[src/rtl/z1010_dsp_macc_slice.sv]
// z1010 hard DSP slice: signed 18x18 multiply, optional 40-bit post-add of C or
// accumulator feedback, with optional input, product and output registers.
module z1010_dsp_macc_slice #(
  parameter int REG_IN   = 0,
  parameter int MULT_REG = 0,
  parameter int REG_OUT  = 0,
  parameter int ADD_C    = 0,
  parameter int FEEDBACK = 0
) (
  input  logic               CLK,
  input  logic               ARST,
  input  logic               CE,
  input  logic               IN_VALID,
  input  logic               ACC_CLR,
  input  logic signed [17:0] A,
  input  logic signed [17:0] B,
  input  logic signed [39:0] C,
  output logic signed [39:0] P,
  output logic               OUT_VALID
);
  localparam int DATA_W = 18;
  localparam int PROD_W = 2 * DATA_W;
  localparam int ACC_W  = 40;

  function automatic logic signed [PROD_W-1:0] mult(input logic signed [DATA_W-1:0] a,
                                                     input logic signed [DATA_W-1:0] b);
    logic signed [PROD_W-1:0] a_x;
    logic signed [PROD_W-1:0] b_x;
    a_x = {{DATA_W{a[DATA_W-1]}}, a};
    b_x = {{DATA_W{b[DATA_W-1]}}, b};
    return a_x * b_x;
  endfunction

  // Sums wrap modulo 2^40; there is deliberately no saturation.
  function automatic logic signed [ACC_W-1:0] post_add(input logic signed [PROD_W-1:0] prod,
                                                        input logic signed [ACC_W-1:0]  addend);
    return {{(ACC_W-PROD_W){prod[PROD_W-1]}}, prod} + addend;
  endfunction

  if (FEEDBACK != 0 && (ADD_C == 0 || REG_OUT == 0)) begin : g_bad_cfg
    $error("z1010_dsp_macc_slice: FEEDBACK=1 needs ADD_C=1 and REG_OUT=1");
  end

  logic signed [DATA_W-1:0] a_p0, b_p0;
  logic signed [ACC_W-1:0]  c_p0;
  logic                     vld_p0, clr_p0;
  logic                     clr_in;

  assign clr_in = IN_VALID & ACC_CLR;

  // ---- stage p0: input register ----
  if (REG_IN != 0) begin : g_reg_in
    logic signed [DATA_W-1:0] a_p0_q, b_p0_q;
    logic signed [ACC_W-1:0]  c_p0_q;
    logic                     vld_p0_q, clr_p0_q;
    always_ff @(posedge CLK or posedge ARST) begin
      if (ARST) begin
        a_p0_q   <= '0;
        b_p0_q   <= '0;
        c_p0_q   <= '0;
        vld_p0_q <= 1'b0;
        clr_p0_q <= 1'b0;
      end else if (CE) begin
        a_p0_q   <= A;
        b_p0_q   <= B;
        c_p0_q   <= C;
        vld_p0_q <= IN_VALID;
        clr_p0_q <= clr_in;
      end
    end
    assign a_p0   = a_p0_q;
    assign b_p0   = b_p0_q;
    assign c_p0   = c_p0_q;
    assign vld_p0 = vld_p0_q;
    assign clr_p0 = clr_p0_q;
  end else begin : g_comb_in
    assign a_p0   = A;
    assign b_p0   = B;
    assign c_p0   = C;
    assign vld_p0 = IN_VALID;
    assign clr_p0 = clr_in;
  end

  logic signed [PROD_W-1:0] prod_p1_d, prod_p1;
  logic signed [ACC_W-1:0]  c_p1;
  logic                     vld_p1, clr_p1;

  assign prod_p1_d = mult(a_p0, b_p0);

  // ---- stage p1: product register ----
  if (MULT_REG != 0) begin : g_mult_reg
    logic signed [PROD_W-1:0] prod_p1_q;
    logic signed [ACC_W-1:0]  c_p1_q;
    logic                     vld_p1_q, clr_p1_q;
    always_ff @(posedge CLK or posedge ARST) begin
      if (ARST) begin
        prod_p1_q <= '0;
        c_p1_q    <= '0;
        vld_p1_q  <= 1'b0;
        clr_p1_q  <= 1'b0;
      end else if (CE) begin
        prod_p1_q <= prod_p1_d;
        c_p1_q    <= c_p0;
        vld_p1_q  <= vld_p0;
        clr_p1_q  <= clr_p0;
      end
    end
    assign prod_p1 = prod_p1_q;
    assign c_p1    = c_p1_q;
    assign vld_p1  = vld_p1_q;
    assign clr_p1  = clr_p1_q;
  end else begin : g_comb_mult
    assign prod_p1 = prod_p1_d;
    assign c_p1    = c_p0;
    assign vld_p1  = vld_p0;
    assign clr_p1  = clr_p0;
  end

  logic signed [ACC_W-1:0] p_p2;
  logic                    vld_p2;

  // ---- stage p2: post-adder and output / accumulator register ----
  if (FEEDBACK != 0) begin : g_acc
    logic signed [ACC_W-1:0] acc_q, acc_d;
    logic                    vld_p2_q;
    // Bubbles leave the running sum untouched.
    always_comb begin
      acc_d = acc_q;
      if (vld_p1) acc_d = post_add(prod_p1, clr_p1 ? '0 : acc_q);
    end
    always_ff @(posedge CLK or posedge ARST) begin
      if (ARST) begin
        acc_q    <= '0;
        vld_p2_q <= 1'b0;
      end else if (CE) begin
        acc_q    <= acc_d;
        vld_p2_q <= vld_p1;
      end
    end
    assign p_p2   = acc_q;
    assign vld_p2 = vld_p2_q;
  end else begin : g_no_acc
    logic signed [ACC_W-1:0] sum_p2_d;
    assign sum_p2_d = post_add(prod_p1, (ADD_C != 0) ? c_p1 : '0);
    if (REG_OUT != 0) begin : g_reg_out
      logic signed [ACC_W-1:0] p_p2_q;
      logic                    vld_p2_q;
      always_ff @(posedge CLK or posedge ARST) begin
        if (ARST) begin
          p_p2_q   <= '0;
          vld_p2_q <= 1'b0;
        end else if (CE) begin
          p_p2_q   <= sum_p2_d;
          vld_p2_q <= vld_p1;
        end
      end
      assign p_p2   = p_p2_q;
      assign vld_p2 = vld_p2_q;
    end else begin : g_comb_out
      assign p_p2   = sum_p2_d;
      assign vld_p2 = vld_p1;
    end
  end

  logic unused_tags;
  assign unused_tags = ^{clr_p1, c_p1};

  // Reset also masks the combinational path, so P/OUT_VALID read 0 in every configuration.
  assign P         = ARST ? '0 : p_p2;
  assign OUT_VALID = ~ARST & vld_p2;

endmodule

[config.mk]
export PLATFORM = sky130hd
export DESIGN_NAME = z1010_dsp_macc_slice
export DESIGN_NICKNAME = d
export VERILOG_FILES = /design/src/rtl/z1010_dsp_macc_slice.sv
export SDC_FILE = /design/constraint.sdc
export NUM_CORES = 1
export LEC_CHECK = 0
export CORE_ASPECT_RATIO = 1.5
export CORE_MARGIN = 5
export CORE_UTILIZATION = 55
export DETAILED_ROUTE_END_ITERATION = 8
export PLACE_DENSITY = 0.75
export SLEW_MARGIN = 10
export SYNTH_ARGS = -nofsm -noshare
export SYNTH_HDL_FRONTEND = slang
export SYNTH_SLANG_ARGS = --single-unit
[constraint.sdc]
create_clock -name vclk -period 34.6
set_input_delay 8.65 -clock vclk [all_inputs]
set_output_delay 8.65 -clock vclk [all_outputs]
set_load 0.02 [all_outputs]
==> flow_summary.ini, run 1 <==
[grt]
grt_pass1_vias = 10670
antenna_found_initial = 0
grt_overflow = 0
grt_pass1_wl_mm = 51.69
grtUsageMet2_pct = 47.57
grt_use_met1_pct = 26.92
track_usage_pct = 24.74
grt_max_degree = 54
grt.busiest_layer = met2
gr-usage-met3_pct = 1.164

[job]
maxCapViolCount = 0

[timing]
tns_ns = 0
timing.slew.headroom_pct = 36.13
whs_ns = 18.34
hold_viol = 0
finalSetupViolations = 0
tightest_slew_ns = 0.9551
rsz0062_at_grt = false
post-route-min-period_ns = 25.10
finalMaxSlewViolations = 0
period_share_pct = 72.55
fmax_ghz = 0.03984

[detailed_routing]
firstDrtPassIters = 7
drt_iter0_markers = 456
drc = 0
routed_wl_mm = 30.49
vias = 9247
viasPerCell = 5.443
wl_per_cell_um = 17.95
antenna_left = 0

[worst_setup_path]
cp_data_arrival_time_ns = 16.45
critPathCaptureType = primary output
crit_type = in2out
worstSetupStartpointType = input pin
crit_fanout = 18
worstPathRequired_ns = 25.95

[placed_design]
hpwlAfterDp_mm = 25.48
place.gp.congestion = 0.9061
io_buffers = 79

[floorplan]
die_h_um = 194.5
rows = 67
io_pins = 122
die_area_sq_um = 25860
start_util_pct = 55.74
coreArea_sq_um = 22380
die_x_um = 133.0

[hold_path]
worstHoldStart = IN_VALID
hold_depth = 3
holdPathEnd = OUT_VALID
hold_class = in2out

[finish]
ff_latch_area_sq_um = 0
seq_cell_count = 0
antenna_cells = 0
nets = 1928
syn_to_final_growth_pct = 7.622
drive_gt1_share_pct = 1.687
clkbuf_count = 0
n_fill_cell = 1971

[logic_synthesis]
synth_area_leaders = fa_1 53%, inv_1 11%, ha_1 9.3%
yosysSeqAreaShare_pct = 0
ys_types = 55
synthesis.nets = 1896
syn_area_sq_um = 12480
synth_area_per_cell_sq_um = 8.957
synth.cells.most_frequent = 364 x inv_1, 329 x fa_1, 163 x and2_1
yosysMostFrequentCell = inv_1
yosysWarningCount = 0
synth_area_leader_cell = fa_1
netlist.area_leader.share_pct = 52.79
syn_inst = 1393

[cts]
postCtsSetupRepairBufs = 0
cts_hold_buf = 0
cts_resized = 0

[status]
status = completed
==> worst max-delay path by stage <==
stage | slack, ns | to | from | cells after the start
floorplan | 11.08 | P[36] | A[17] | 24
global placement | 9.60 | P[35] | B[0] | 23
detailed placement | 9.51 | P[38] | B[0] | 23
CTS | 9.46 | P[38] | B[0] | 23
global route | 9.00 | P[38] | B[0] | 23
finish | 9.50 | P[36] | B[0] | 23
==> through the flow <==
stage / cells / cell area [sq um] / setup slack, ns / utilization, %
floorplan: 1393 / 12480 / 11.08 / -
global placement: 1699 / 13430 / 9.598 / 59.99
detailed placement: 1699 / 13430 / 9.514 / 59.99
CTS: 1699 / 13430 / 9.464 / 59.99
global route: 1699 / 13430 / 9.002 / 59.99
finish: 1699 / 13430 / 9.497 / 59.99
==> placed cells by master, fill, tap and decap left out, types with 2 or more instances in the layout <==
master	count
xnor2_1	16
nand2_1	160
a21o_1	12
o31ai_1	3
nor2b_1	17
inv_1	364
nor3b_1	4
a2111oi_0	2
nand2b_1	8
and2_1	163
and3_1	3
a211o_1	3
or3_1	3
ha_1	93
nor4b_1	3
fa_1	329
a211oi_1	5
xor2_1	8
mux2_1	2
nor3_1	9
o21bai_1	7
a311oi_2	2
a21oi_1	19
a31oi_1	5
nand3_1	4
mux2_2	5
buf_4	5
o21a_1	4
nor2_1	48
o31a_1	2
nand4_1	2
clkdlybuf4s50_1	78
o21ai_0	11
o211ai_1	3
==> cell families after synthesis <==
kind of cell	share of synthesized area [%]
XOR/XNOR	1.685
AO/OA/AOI/OAI	5.335
AND/OR/NAND/NOR	17.42
buffers and inverters	12.70
multiplexers	0.7520
adder cells (fa/ha/maj)	62.11
==> layout make-up <==
type / instances / area [sq um] / share of cell area [%]
Tap cell: 276 / 345.3 / 2.572
Inverter: 364 / 1366 / 10.18
Multi-Input combinational cell: 975 / 10890 / 81.12
Timing Repair Buffer: 84 / 823.3 / 6.131
==> critical path, stage by stage <==
cell and delay [ns]:
clkdlybuf4s50_1 0.82, nand2_1 0.29, inv_1 0.12, fa_1 0.59, inv_1 0.14, fa_1 0.53, inv_1 0.06, ha_1 0.53
inv_1 0.30, fa_1 0.55, inv_1 0.05, fa_1 0.53, inv_1 0.05, fa_1 0.47, inv_1 0.04, ha_1 0.37
and2_1 0.20, a221oi_1 0.31, o211ai_1 0.19, a31oi_1 0.27, a21oi_1 0.16, o31ai_1 0.50, clkdlybuf4s50_1 0.71
==> routing by layer <==
metal / part of all wire (%) / vias to the layer above
met5: 0 / -
met4: 6.8 / 0
met3: 3.0 / 114
met2: 56 / 278
met1: 34 / 4745
li1: - / 4110
Power of run 1 is not shown: default switching activity piles up to over one toggle a cycle in this logic, so the estimate is an artifact.
==> run 2, diff against run 1 <==
==> constraint.sdc (replaced) <==
create_clock -name vclk -period 24.3
set_input_delay 6.075 -clock vclk [all_inputs]
set_output_delay 6.075 -clock vclk [all_outputs]
set_load 0.02 [all_outputs]
==> run 2 against run 1 <==
Against the previous run:
- worst hold slack got worse by 5.2 ns
- via count decreased by 0.82%
- setup slack lost 5.0 ns
- wire length fell by 3.8%
- non-clock buffer count rose by 1
==> flow_summary.ini, run 2 (same netlist as run 1, synthesis figures left out) <==
[worst_setup_path]
worstPathRequired_ns = 18.22
endpoint = P[36]
critPathLaunch = B[0]
critPathCaptureType = primary output
cp_data_arrival_time_ns = 13.76
crit_type = in2out
crit_fanout = 18
worstSetupStartpointType = input pin

[timing]
tns_ns = 0
finalMaxSlewViolations = 0
rsz0062_at_grt = false
fmax_ghz = 0.05041
period_share_pct = 81.64
timing.slew.headroom_pct = 37.47
post-route-min-period_ns = 19.84
tightest_slew_ns = 0.9350
hold_viol = 0
setup_slack_ns = 4.462
finalSetupViolations = 0

[finish]
ff_latch_area_sq_um = 0
seq_cell_count = 0
clkbuf_count = 0
final_common_cell = inv_1
drive_gt1_share_pct = 1.756
fin_area_sq_um = 13440
syn_to_final_growth_pct = 7.682
final_cell_mix = 364 x inv_1, 329 x fa_1, 163 x and2_1
antenna_cells = 0
nets = 1929

[grt]
antenna_found_initial = 0
grt_pass1_wl_mm = 50.05
grt_pass1_vias = 10370
track_usage_pct = 23.88
grt_max_degree = 54
grt_overflow = 0

[status]
status = completed

[hold_path]
hold_class = in2out
worstHoldStart = IN_VALID
hold_depth = 3

[placed_design]
place.gp.congestion = 0.8734
dpl_cell_area_sq_um = 13440
hpwlAfterDp_mm = 24.97
place_ws_ns = 4.425
io_buffers = 79

[detailed_routing]
antenna_left = 0
wl_per_cell_um = 17.26
vias = 9171
routed_wl_mm = 29.35
viasPerCell = 5.395
drt_iter0_markers = 449
drc = 0
firstDrtPassIters = 5

[floorplan]
die_x_um = 133.0
die_area_sq_um = 25860
io_pins = 122
rows = 67
coreArea_sq_um = 22380
die_h_um = 194.5
start_util_pct = 55.74

[cts]
postCtsSetupRepairBufs = 0
cts_hold_buf = 0
cts_resized = 0

[job]
maxCapViolCount = 0
run 2: cell count changes in the layout (fill, tap and decap cells not counted):
cell / delta
buf_4: +1
run 2: worst min path at each step:
stage / endpoint / slack (ns)
3_3_place_gp: OUT_VALID / 13.19
3_5_place_dp: OUT_VALID / 13.19
6_report: OUT_VALID / 13.19
4_1_cts: OUT_VALID / 13.19
5_1_grt: OUT_VALID / 13.24
2_1_floorplan: OUT_VALID / 12.32
run 2: stage by stage:
stage,utilization (%),hold slack (ns),cells
3_3_place_gp,60.03,13.19,1700
2_1_floorplan,-,12.32,1393
6_report,60.03,13.19,1700
3_5_place_dp,60.03,13.19,1700
4_1_cts,60.03,13.19,1700
5_1_grt,60.03,13.24,1700
run 2: area by class of cell:
cell class / count / area (sq um)
fill: 1922 / 8947
inverter: 364 / 1366
multi-input combinational: 975 / 10890
tap: 276 / 345.3
timing repair buffer: 85 / 830.8
run 2: layer usage:
layer	track usage [%]	part of all wire, %	vias up
li1	-	-	4119
met1	26.38	33	4697
met2	46.72	58	273
met3	1.293	3.9	82
met4	10.02	5.3	0
met5	0	0	-
run 2: worst max-delay path, cell delays in order:
cell and delay (ns):
clkdlybuf4s50_1 0.79, nand2_1 0.27, inv_1 0.12, fa_1 0.59, inv_1 0.13, fa_1 0.53
inv_1 0.06, ha_1 0.52, inv_1 0.29, fa_1 0.55, inv_1 0.05, fa_1 0.54
inv_1 0.05, fa_1 0.47, inv_1 0.04, ha_1 0.36, and2_1 0.19, a221oi_1 0.29
o211ai_1 0.18, a31oi_1 0.29, a21oi_1 0.16, o31ai_1 0.50, clkdlybuf4s50_1 0.71
Power of run 2 is left out for the same reason.
